## src/rtl/pulse_stretcher.sv

```systemverilog
// Stretches single-cycle trigger pulses into a level of programmable width,
// followed by an optional holdoff window. Define RETRIGGER_EN to let triggers during HIGH extend the pulse.
module pulse_stretcher #(
  parameter int CNT_W  = 8,
  parameter int DROP_W = 8
) (
  input  logic              clk,
  input  logic              rst,
  input  logic              trig,
  input  logic [CNT_W-1:0]  width,
  input  logic [CNT_W-1:0]  holdoff,
  input  logic              drop_clr,
  output logic              pulse_out,
  output logic              busy,
  output logic              done,
  output logic [DROP_W-1:0] drop_cnt
);

`ifdef RETRIGGER_EN
  localparam bit RETRIG = 1'b1;
`else
  localparam bit RETRIG = 1'b0;
`endif

  typedef enum logic [1:0] {
    IDLE    = 2'd0,
    HIGH    = 2'd1,
    HOLDOFF = 2'd2
  } state_t;

  state_t             state;
  logic [CNT_W-1:0]   cnt;
  logic [CNT_W-1:0]   width_m1;
  logic               drop_evt;

  // A programmed width of 0 behaves exactly like a width of 1.
  assign width_m1 = (width == '0) ? '0 : width - CNT_W'(1);

  // NOTE: every variable written here gets a default first, so no latch is inferred.
  always_comb begin
    drop_evt = 1'b0;
    if (trig) begin
      if (state == HOLDOFF)            drop_evt = 1'b1;
      else if (state == HIGH && !RETRIG) drop_evt = 1'b1;
    end
  end

  // NOTE: sequential state uses non-blocking assignments so every register
  // samples the pre-edge values regardless of statement order.
  always_ff @(posedge clk) begin
    if (rst) begin
      state     <= IDLE;
      cnt       <= '0;
      pulse_out <= 1'b0;
      busy      <= 1'b0;
      done      <= 1'b0;
    end else begin
      done <= 1'b0;
      case (state)
        IDLE: begin
          if (trig) begin
            state     <= HIGH;
            cnt       <= width_m1;
            pulse_out <= 1'b1;
            busy      <= 1'b1;
          end
        end
        HIGH: begin
          if (RETRIG && trig) begin
            cnt <= width_m1;
          end else if (cnt != '0) begin
            cnt <= cnt - CNT_W'(1);
          end else begin
            // Holdoff is latched here, at the falling edge of the output.
            pulse_out <= 1'b0;
            done      <= 1'b1;
            if (holdoff != '0) begin
              state <= HOLDOFF;
              cnt   <= holdoff - CNT_W'(1);
            end else begin
              state <= IDLE;
              busy  <= 1'b0;
            end
          end
        end
        HOLDOFF: begin
          if (cnt == '0) begin
            state <= IDLE;
            busy  <= 1'b0;
          end else begin
            cnt <= cnt - CNT_W'(1);
          end
        end
        default: begin
          state     <= IDLE;
          cnt       <= '0;
          pulse_out <= 1'b0;
          busy      <= 1'b0;
        end
      endcase
    end
  end

  // Saturating count of ignored triggers; a clear coinciding with a drop leaves 1.
  always_ff @(posedge clk) begin
    if (rst) begin
      drop_cnt <= '0;
    end else if (drop_clr) begin
      drop_cnt <= drop_evt ? DROP_W'(1) : '0;
    end else if (drop_evt && drop_cnt != '1) begin
      drop_cnt <= drop_cnt + DROP_W'(1);
    end
  end

endmodule

```

## config.mk

```make
export PLATFORM = sky130hd
export DESIGN_NAME = pulse_stretcher
export DESIGN_NICKNAME = d
export VERILOG_FILES = /design/src/rtl/pulse_stretcher.sv
export SDC_FILE = /design/constraint.sdc
export NUM_CORES = 1
export LEC_CHECK = 0
export ABC_CLOCK_PERIOD_IN_PS = 2100
export BUFFER_PORTS_ARGS = -buffer_cell sky130_fd_sc_hd__buf_2
export CAP_MARGIN = 10
export CORE_MARGIN = 1.5
export CORE_UTILIZATION = 50
export CTS_CLUSTER_DIAMETER = 100
export DETAILED_ROUTE_END_ITERATION = 16
export PLACE_DENSITY = 0.74
export SYNTH_ARGS = -nofsm -noshare
export SYNTH_HDL_FRONTEND = slang
export SYNTH_SLANG_ARGS = --single-unit
```

## constraint.sdc

```tcl
create_clock -name clk -period 2.1 [get_ports clk]
set_input_delay 0.21 -clock clk [delete_from_list [all_inputs] [get_ports clk]]
set_output_delay 0.21 -clock clk [all_outputs]
set_load 0.01 [all_outputs]
```

==> results.cfg <==
[floorplan]
start_util_pct = 52.8
chipWidth_um = 59.8
dieArea_um2 = 3580
die_h_um = 59.8
pin_count = 31
core_um2 = 3050
row_count = 20

[sta]
hold_ws_ps = 106
hold_viol = 0
worst_pin_slew_ps = 581
slew_violations = 0
fin_setup_tns_ps = 0
fmaxAchievable_ghz = 0.507
period_share_pct = 94.0
setup_viol = 0
fin_crit_ps = 1970
relSlewSlack_pct = 61.0
rsz0062_at_grt = no
setup_ws_ps = 126
skew_ps = 12.1

[global_routing]
overflow = 0
antenna_found_initial = 0
grt_pass1_vias = 1349
track_usage_pct = 23.0
grt_pass1_wl_um = 6270
grt_max_degree = 13

[logic_synthesis]
synth-edff-count = 0
muxShareOfSynthArea_pct = 2.72
synth_top_area_share_pct = 26.1
synth_fa_ha_area_share_pct = 7.76
synth_cells = 195
synth_nets = 225
synth_common_cells = dfxtp_1, nor2_1, nand2_1
syn_avg_cell_area_um2 = 8.27
yosys.area_share.simple_pct = 28.9
syn_area_um2 = 1610
ys_warn_count = 0
synth_top_family_by_area = simple AND/OR/NAND/NOR gates
synth.most_common_cell = dfxtp_1
synth_top_area_cell = dfxtp_1
async_flop_share_pct = 0
synth_compound_area_share_pct = 22.4
ys_ff_latch = 21
synth-xor-area-share_pct = 7.60
yosysSeqAreaShare_pct = 26.1
yosys-top-cells-area = dfxtp_1, ha_1, nor2_1
yosys.cell_types.count = 52
synth-main-ff-cell = dfxtp_1

[worst_hold_path]
min_path_type = primary input to flip-flop

[critical_path]
critPathLaunchType = flip-flop
crit_arrival_ps = 2220
required_ps = 2350
critPathCaptureType = flip-flop
crit_fanout = 6
crit_type = flip-flop to flip-flop

[drt]
wl_per_cell_um = 13.3
post_drt_via_cell_ratio = 5.49
drtIter0Drc = 53
first_pass_iters = 4
vias = 1527
wirelength_um = 3690
ant_nets = 0
drc = 0

[pwr]
ir_drop_mv = 0.649
pwr_density_cell_nw_per_um2 = 1140
leakage_uw = 0.000804

[place]
port_buffers = 30
post-place-ws_ps = 51.5
gp_congestion = 0.874
place_hpwl_um = 2980

[clock_tree]
clk_pin_slew_ps = 130
cts_sinks = 21
cts_tree = yes
root_buffer = clkbuf_4
ctsHoldBuffers = 0
insertion_delay_ps = 310
htree_levels = 1
cts_made_buffers = 3
cts_max_path_buffers = 2

[run]
drv_cap = 0

[final_layout]
n_antenna_cell = 0
area_growth_pct = 17.6
drive_above_1_share_pct = 26.5
nets = 265
fin_util_pct = 62.1

[run_status]
status = finished, final reports clean
[final cells by class]
| type | count | area [µm²] |
|---|---|---|
| flip-flops and latches | 21 | 420 |
| fillers | 285 | 1160 |
| inverters | 13 | 48.8 |
| clock buffers | 3 | 22.5 |
| clock inverters | 1 | 5.00 |
| repair buffers | 39 | 218 |
| multi-input cells | 157 | 1130 |
| well taps | 44 | 55.1 |
[path summary, 6_finish.rpt]
check / from / end / slack [ps] / cells past startpoint
setup reg to reg: cnt[1]$_SDFFE_PP0P_ / cnt[4]$_SDFFE_PP0P_ / 130 / 7
hold / removal: drop_clr / drop_cnt[0]$_SDFFE_PP0P_ / 110 / 2
hold reg to reg: cnt[1]$_SDFFE_PP0P_ / cnt[1]$_SDFFE_PP0P_ / 510 / 2
setup / recovery: cnt[1]$_SDFFE_PP0P_ / cnt[4]$_SDFFE_PP0P_ / 130 / 7
[where the power goes]
group / switching, µW / total (µW) / internal (µW)
Combinational: 745 / 1340 / 592
Sequential: 125 / 629 / 504
Clock: 131 / 202 / 71.2
Total: 1000 / 2170 / 1170
[cell usage in the layout (no fill, tap or decap), drive strengths merged, types with 2 or more instances in the layout]
master	Yosys	layout
buf	2	39
dfxtp	21	21
nor2	19	19
nand2	15	15
a21oi	14	14
inv	13	13
o21ai	13	13
ha	10	10
xor2	7	7
xnor2	7	7
nor3b	6	6
nor3	5	5
or4	5	5
a211oi	4	4
o22ai	4	4
nor4	4	4
or2	3	3
and3	3	3
a31oi	3	3
or3	3	3
nor2b	3	3
clkbuf	2	3
mux2	3	3
a311oi	3	3
and4	2	2
or4b	2	2
a221oi	2	2
o31ai	2	2
o41ai	2	2
nand3	2	2
[per-layer routing]
metal | wire length, µm | track usage (%) | vias to the layer above
met4 | 31 | 4.13 | 0
met5 | 0 | 0 | -
met2 | 1540 | 31.4 | 41
met1 | 1920 | 35.7 | 687
li1 | - | - | 795
met3 | 201 | 6.49 | 4
[per-stage QoR]
step	instance area [µm²]	total power (µW)	instances
after floorplan	1610	1550	195
after global placement	1850	1910	273
after detailed placement	1850	1900	273
after CTS	1880	2110	277
after global routing	1900	2340	278
final	1900	2170	278
[state kept, by name, summed over array words and instances, names as in the netlist]
name / flops
busy: 1
cnt: 8
done: 1
drop_cnt: 8
pulse_out: 1
state: 2
[repair_timing]
action,4_1_cts,5_1_grt
resized for setup,0,1
endpoints found under the setup margin,0,3
buffers inserted,0,1
[logic make-up (layout without fill, tap and decap cells)]
family	count (synthesis)	count (layout)
buffers and inverters	17	56
flip-flops	21	21
adder cells (fa/ha/maj)	10	10
AO/OA/AOI/OAI	51	51
multiplexers	4	4
AND/OR/NAND/NOR	78	78
XOR/XNOR	14	14
[worst max-delay path: stages, from the launching register on]
cell,delay [ps]
dfxtp_1,410
inv_1,60
ha_1,250
nor3b_2,190
a311oi_2,270
nand3_2,110
or4b_1,530
o211ai_1,110
No activity file was read; power rests on OpenSTA's default activity.
